**config.mk**
```make
export PLATFORM = sky130hd
export DESIGN_NAME = grf_wport_arbiter
export DESIGN_NICKNAME = d
export VERILOG_FILES = /design/src/rtl/grf_wport_arbiter.sv
export SDC_FILE = /design/constraint.sdc
export NUM_CORES = 1
export LEC_CHECK = 0
export CAP_MARGIN = 5
export CORE_ASPECT_RATIO = 1.1
export CORE_MARGIN = 2
export CORE_UTILIZATION = 45
export CTS_CLUSTER_DIAMETER = 80
export DETAILED_ROUTE_END_ITERATION = 8
export PLACE_DENSITY = 0.81
export REMOVE_ABC_BUFFERS = 1
export SLEW_MARGIN = 5
export SYNTH_ARGS = -nofsm -noshare
export SYNTH_HDL_FRONTEND = slang
export SYNTH_SLANG_ARGS = --single-unit
```
**constraint.sdc**
```tcl
create_clock -name clk -period 7.7 [get_ports clk]
set_input_delay 1.925 -clock clk [delete_from_list [all_inputs] [get_ports clk]]
set_output_delay 1.925 -clock clk [all_outputs]
set_load 0.05 [all_outputs]
```
**src/rtl/grf_wport_arbiter.sv**
```systemverilog
// GRF write-port arbiter: the pipeline W stage wins the port, and an aux FIFO is drained
// in free cycles. A forced one-cycle stall guarantees that the aux FIFO keeps draining.
module grf_wport_arbiter #(
    parameter int DEPTH        = 2,
    parameter int STARVE_LIMIT = 4
) (
    input  logic        clk,
    input  logic        clr,
    input  logic        a_we,
    input  logic [4:0]  a_addr,
    input  logic [31:0] a_wd,
    output logic        stall_a,
    input  logic        b_valid,
    output logic        b_ready,
    input  logic [4:0]  b_addr,
    input  logic [31:0] b_wd,
    output logic        grf_we,
    output logic [4:0]  grf_a3,
    output logic [31:0] grf_wd,
    input  logic [4:0]  q_addr,
    output logic        q_pend
);
    localparam int PW = (DEPTH > 1) ? $clog2(DEPTH) : 1;
    localparam int CW = $clog2(DEPTH + 1);
    localparam int WW = $clog2(STARVE_LIMIT + 1);

    localparam logic [0:0] RUN   = 1'b0;
    localparam logic [0:0] FORCE = 1'b1;

    logic [4:0]    mem_addr [DEPTH];
    logic [31:0]   mem_wd   [DEPTH];
    logic [PW-1:0] head_reg, tail_reg;
    logic [CW-1:0] count_reg;
    logic [0:0]    state_reg;
    logic [WW-1:0] wait_reg;
    logic [DEPTH-1:0] hit;

    logic a_win, fifo_ne, pop, push;

    function automatic logic [PW-1:0] next_ptr(input logic [PW-1:0] p);
        return (p == PW'(DEPTH - 1)) ? '0 : p + PW'(1);
    endfunction

    assign stall_a = (state_reg == FORCE);
    assign b_ready = (count_reg < CW'(DEPTH)) && !clr;
    assign a_win   = a_we && !stall_a;
    assign fifo_ne = (count_reg != '0);
    assign pop     = !a_win && fifo_ne;
    assign push    = b_valid && b_ready;

    always_ff @(posedge clk) begin
        if (push) begin
            mem_addr[tail_reg] <= b_addr;
            mem_wd[tail_reg]   <= b_wd;
        end
    end

    always_ff @(posedge clk) begin
        if (clr) begin
            head_reg  <= '0;
            tail_reg  <= '0;
            count_reg <= '0;
            state_reg <= RUN;
            wait_reg  <= '0;
            grf_we    <= 1'b0;
            grf_a3    <= '0;
            grf_wd    <= '0;
        end else begin
            if (push) tail_reg <= next_ptr(tail_reg);
            if (pop)  head_reg <= next_ptr(head_reg);
            if (push && !pop)      count_reg <= count_reg + CW'(1);
            else if (pop && !push) count_reg <= count_reg - CW'(1);

            // Register 0 writes still consume the grant; only the enable is suppressed.
            if (a_win) begin
                grf_we <= (a_addr != 5'd0);
                grf_a3 <= a_addr;
                grf_wd <= a_wd;
            end else if (pop) begin
                grf_we <= (mem_addr[head_reg] != 5'd0);
                grf_a3 <= mem_addr[head_reg];
                grf_wd <= mem_wd[head_reg];
            end else begin
                grf_we <= 1'b0;
            end

            if (state_reg == FORCE) begin
                state_reg <= RUN;
                wait_reg  <= '0;
            end else if (fifo_ne && !pop) begin
                if (wait_reg == WW'(STARVE_LIMIT - 1)) begin
                    state_reg <= FORCE;
                    wait_reg  <= '0;
                end else begin
                    wait_reg <= wait_reg + WW'(1);
                end
            end else begin
                wait_reg <= '0;
            end
        end
    end

    // A slot is live when its distance from head (mod DEPTH) is below count.
    generate
        for (genvar gi = 0; gi < DEPTH; gi++) begin : g_slot
            logic [PW:0] off_raw, off;
            assign off_raw = (PW+1)'(gi + DEPTH) - {1'b0, head_reg};
            assign off     = (off_raw >= (PW+1)'(DEPTH)) ? off_raw - (PW+1)'(DEPTH) : off_raw;
            assign hit[gi] = (32'(off) < 32'(count_reg)) && (mem_addr[gi] == q_addr);
        end
    endgenerate

    assign q_pend = (q_addr != 5'd0) && (|hit);

endmodule

```
==> reports/qor.csv <==
stage,metric,value,unit
final_layout,finalNetCount,590,
sta,tns,0,ns
yosys,syn_avg_cell_area,12.7,µm²
global_route,grt_pass1_wl,17.1,mm
critical_path,cp_max_fo,3,
floorplan,core_area,10800,µm²
clocking,clock-sinks,121,
critical_path,end_kind,output pin,
final_layout,finalNonFillerCells,664,
sta,slew_headroom,0.260,
sta,post-route-min-period,5.90,ns
detailed_routing,wl_per_cell,15.5,µm
power,p_int,1.53,mW
detailed_routing,drt_wl_total,10.3,mm
clocking,postCtsSetupRepairBufs,0,
clocking,cts_buffers,17,
yosys,synthCells,386,
yosys,synth-seq-cells,121,
critical_path,setup.worst_path.class,in -> out,
critical_path,crit_arrival,3.98,ns
power,switching_share,0.340,
place,gp_congestion,0.742,
detailed_routing,vias_per_cell,5.08,
final_layout,reg.largest.list,"mem_wd: 64 flops, grf_wd: 32 flops, mem_addr: 10 flops",
flow_run,maxCapViolations,0,
detailed_routing,postRouteAntennaNets,0,
global_route,grt_max_degree,78,
yosys,synth-edff-count,74,
final_layout,drive_above_1_share,0.135,
clocking,cts_tree,done,
outcome,status,"finished, final reports clean",
floorplan,die_w,104,µm
critical_path,critPathLaunchType,primary input,
power,pwr-share-clk,0.329,
detailed_routing,drc,0,
sta,rsz0062_at_grt,no,
clocking,holdBufCountCts,0,
place,place_inst,632,
global_route,grt_pass1_vias,3558,
clocking,ctsResizeCount,0,
place,hpwl,6.68,mm
detailed_routing,vias,3376,
sta,fmax,169,MHz
yosys,ys_seq_area_frac,0.644,
detailed_routing,dr.pass1.iters,6,
floorplan,die_h,114,µm
yosys,synth_flop_cell,edfxtp_1,
sta,setup_viol,0,
clocking,clk_latency,0.40,ns
yosys,syn_area,4910,µm²
power,vdd_drop_max,0.210,mV
final_layout,largest-register,mem_wd,
sta,fin_crit_sh,0.766,
power,combPwrFrac,0.307,
sta,final_hold_viol_count,0,
global_route,grt.total_usage,0.186,
floorplan,dieArea,11800,µm²
final_layout,n_antenna_cell,0,
sta,clock_skew,0.00834,ns
clocking,path_clk_slew,0.05,ns
sta,slew_violations,0,
power,leakage,2.31,nW
detailed_routing,drt_iter0_markers,130,
sta,tightest_slew,1.11,ns
power,pwr_density_cell,342,nW/µm²
yosys,synth_cell_types,30,
power,p_seq_frac,0.365,
place,io_buffer_count,123,
final_layout,synthToLayoutAreaGrowth,37.8,%
floorplan,placementRows,40,
floorplan,io_pins,124,
clocking,max-clock-path-buffers,2,
global_route,grt_overflow,0,
floorplan,start_util,0.457,
hold_path,hold_class,reg -> reg,
final_layout,largest_register_ffs,64,
global_route,antenna_found_initial,0,
power,p_sw,0.786,mW
clocking,cts_root_buf,clkbuf_16,
yosys,ys_warn_count,0,
clocking,htreeDepth,4,
critical_path,crit_required,5.78,ns
yosys,synth-async-reset-ratio,0,
[critical path, cell delays in order]
cell,delay [ns]
clkdlybuf4s50_1,0.47
xor2_1,0.19
nor4_1,0.28
o211ai_1,0.13
a21oi_1,0.15
clkdlybuf4s50_1,0.82
[path summary, 6_finish.rpt]
check | from | end | slack, ns | depth (start not counted)
setup / recovery | q_addr[4] | q_pend | 1.80 | 6
hold / removal | wait_reg[0]$_SDFF_PP0_ | wait_reg[0]$_SDFF_PP0_ | 0.43 | 1
setup reg to reg | count_reg[1]$_SDFFE_PP0P_ | count_reg[1]$_SDFFE_PP0P_ | 5.36 | 5
hold reg to reg | wait_reg[0]$_SDFF_PP0_ | wait_reg[0]$_SDFF_PP0_ | 0.43 | 1
[layout by cell type (no fill, tap or decap), drive strengths merged]
cell           synthesis  layout
or3                    2       2
nand3                  1       1
or4                    2       2
xnor2                  2       2
clkbuf                 6      18
buf                   20       3
clkinvlp               0       5
edfxtp                74      74
or2                    1       1
o21ai                  3       3
xor2                  12      12
mux2i                 37      37
nor2                   9       9
a31o                   1       1
dfxtp                 47      47
nand2                 77      77
inv                    3       6
clkinv                 0       4
nor2b                  1       1
ha                     3       3
and3                   2       2
a21oi                 40      40
nor4                   2       2
bufinv                 0       2
nor3b                  1       1
o211ai                38      38
nand2b                 2       2
clkdlybuf4s50          0     122
[cell usage after synthesis (all sizes together) (3+ instances only)]
library cell | number | share of area
edfxtp | 74 | 0.45
o21ai | 3 | 0.0031
buf | 20 | 0.030
clkbuf | 6 | 0.0046
a21oi | 40 | 0.048
dfxtp | 47 | 0.19
nand2 | 77 | 0.064
xor2 | 12 | 0.021
nor2 | 9 | 0.0069
o211ai | 38 | 0.068
ha | 3 | 0.0076
inv | 3 | 0.0023
mux2i | 37 | 0.075
[per-layer routing]
| metal | share of wire | GRT usage |
|---|---|---|
| met1 | 0.40 | 0.211 |
| met2 | 0.54 | 0.336 |
| met3 | 0.043 | 0.0543 |
| met4 | 0.016 | 0.0640 |
| met5 | 0 | 0 |
[final cells by class]
| class | instances | area (µm²) |
|---|---|---|
| clock buffer | 18 | 429 |
| clock inverter | 14 | 149 |
| fill | 864 | 3990 |
| inverter | 3 | 11.3 |
| multi-input combinational | 236 | 1590 |
| sequential | 121 | 3160 |
| tap | 147 | 184 |
| timing repair buffer | 125 | 1240 |
[cells by family (layout without fill, tap and decap cells)]
group                    Yosys count  in the layout  share of synthesized area
AO/OA/AOI/OAI                     82             82                      0.121
XOR/XNOR                          14             14                     0.0250
adder cells (fa/ha/maj)            3              3                    0.00764
buffers and inverters             29            160                     0.0369
flip-flops                       121            121                      0.644
multiplexers                      37             37                     0.0754
AND/OR/NAND/NOR                  100            100                     0.0897
[power by group through the flow]
stage               registers, mW  logic (mW)  clock network (mW)
floorplan                   0.997       0.359                   0
global placement            0.854       0.704                   0
detailed placement          0.857       0.713                   0
CTS                         0.845       0.717               0.769
global route                0.856       0.776               0.803
finish                      0.844       0.709               0.760
[through the flow]
step	worst slack [ns]	hold WS (ns)	utilization	area, µm²	power [mW]
floorplan	2.57	0.399	-	4740	1.36
global placement	1.89	0.406	0.575	6190	1.56
detailed placement	1.82	0.430	0.575	6190	1.57
CTS	1.80	0.438	0.629	6770	2.33
global route	1.74	0.458	0.629	6770	2.43
finish	1.80	0.433	0.629	6770	2.31
No activity file was read; power rests on OpenSTA's default activity.
==> RTL edit (config.mk and constraints unchanged) <==
The parameter `DEPTH` goes from 2 to 4.
--- a/src/rtl/grf_wport_arbiter.sv
+++ b/src/rtl/grf_wport_arbiter.sv
@@ -2,5 +2,5 @@
 // in free cycles. A forced one-cycle stall guarantees that the aux FIFO keeps draining.
 module grf_wport_arbiter #(
-    parameter int DEPTH        = 2,
+    parameter int DEPTH        = 4,
     parameter int STARVE_LIMIT = 4
 ) (
Formal check against the unedited RTL: not equivalent (Yosys sat finds a counterexample within 4 cycles, from zero or initial values).
==> RTL edit against the unedited design <==
- routed wire length increased by 58%
- design area increased by 49%
- combinational power increased by 36%
- sequential cell count increased by 78
- maximum frequency decreased by 7.2%
- power increased by 38%
- synthesized area increased by 65%
- worst setup slack got worse by 0.46 ns
- non-clock buffer count increased by 2
- sequential power increased by 60%
- largest cell class unchanged
- highest routed layer is now met5
==> RTL edit: results (changes against the unedited design) <==
Logic synthesis:
- The share of Yosys cell area claimed by the top area cell type is 54.79% (+9.6 points).
- The multiplexer area fraction after synthesis came to 15.09% (+7.5 points).
- Sorting the synthesized cells by area gives the leading types as sky130_fd_sc_hd__edfxtp_1 55%, sky130_fd_sc_hd__dfxtp_1 13%, sky130_fd_sc_hd__mux4_2 10%.
- The synthesized netlist cell count is 494 (+28%).
- The number of enable flip-flop cells after synthesis came to 148 (+100%).
- Ranked by instance count, the synthesized netlist is headed by 148 x sky130_fd_sc_hd__edfxtp_1, 51 x sky130_fd_sc_hd__dfxtp_1, 50 x sky130_fd_sc_hd__nor2_1.
- The post-synthesis sequential area ratio is 67.38% (+3.0 points).
- The compound-cell area share of the yosys netlist is 4.782% (-7.4 points).
- The distinct cell type count after synthesis is 37 (+23%).

Outcome:
- The run finished with clean final reports.

STA:
- The hold slack was 0.4332 ns (+0.0006290 ns).
- The achievable clock frequency is 157.2 MHz (-7.2%).
- The final clock skew is 0.01235 ns (+0.004016 ns).
- The relative slew slack was 27.52% (+1.5 points).

Global routing:
- The met3 routing resource usage after global routing is 5.294% (-0.13 points).
- The via count of the first global-routing pass is 4788 (+35%).
- The global routing met2 resource utilization came to 30.43% (-3.2 points).
- The number of antenna violations at the first check in global routing is 1 (+1).

Power:
- The maximum vdd ir drop is 186.7 uV (-11%).
- The static power due to leakage is 0.003464 uW (+50%).

Detailed routing:
- In this run the top signal layer used is met5.
- The per-cell routed wire length is 18.94 um (+22%).
- The first-pass iteration count of the detailed router is 7 (+1).
- The initial DRC count was 323 (+150%).

Setup path:
- The largest fanout on the critical path is 5 (+2).
- In this run the critical register-to-register path is launched from stall_a$_SDFF_PP0_.
- The destination of the worst register-to-register timing path is count_reg[2]$_SDFFE_PP0P_.
- The minimum setup slack among reg-to-reg paths was 5.14 ns (-0.22 ns).

Clock network:
- The clock-pin slew reported for the worst setup and hold paths after clock tree synthesis is 0.07 ns (+0.02 ns).
- The clock latency on the worst-skew pair is 0.43 ns (+0.03 ns).

Place:
- The final RePlAce weighted congestion is 0.8880 (+20%).
- The total half-perimeter wirelength after legalization and detailed placement was 10.27 mm (+54%).
- The placed instance area is 9498 sq um (+53%).
[RTL edit: cell count changes after synthesis, moves of 16 or more]
cell                       change
sky130_fd_sc_hd__edfxtp_1     +74
sky130_fd_sc_hd__nand2_1      -61
sky130_fd_sc_hd__nor2_1       +41
sky130_fd_sc_hd__a211oi_1     +37
sky130_fd_sc_hd__mux4_2       +37
sky130_fd_sc_hd__o211ai_1     -27
sky130_fd_sc_hd__a21oi_1      -22
sky130_fd_sc_hd__ha_1         +16
[RTL edit: report_power, final]
| group | switching (uW) | total (uW) | leakage [uW] | internal (uW) |
|---|---|---|---|---|
| logic | 525 | 961 | 0.00141 | 435 |
| registers | 85.2 | 1350 | 0.00177 | 1270 |
| clock network | 379 | 888 | 0.000284 | 509 |
[RTL edit: how the worst max path moves through the flow]
stage	startpoint	endpoint
2_1_floorplan	q_addr[2]	q_pend
3_3_place_gp	q_addr[0]	q_pend
3_5_place_dp	q_addr[0]	q_pend
4_1_cts	q_addr[0]	q_pend
5_1_grt	q_addr[0]	q_pend
6_report	q_addr[0]	q_pend
[RTL edit: final cells by class]
| cell class | instances | share of cell area (%) |
|---|---|---|
| inverter | 11 | 0.4092 |
| sequential | 199 | 54.19 |
| clock inverter | 9 | 1.116 |
| multi-input combinational | 252 | 24.13 |
| tap | 238 | 2.951 |
| timing repair buffer | 127 | 12.45 |
| clock buffer | 23 | 4.749 |
[RTL edit: per-stage QoR]
stage	total power, uW	utilization [%]
6_report	3203	57.08
5_1_grt	3348	57.08
4_1_cts	3231	57.08
3_5_place_dp	2346	53.73
3_3_place_gp	2298	53.73
2_1_floorplan	2051	-
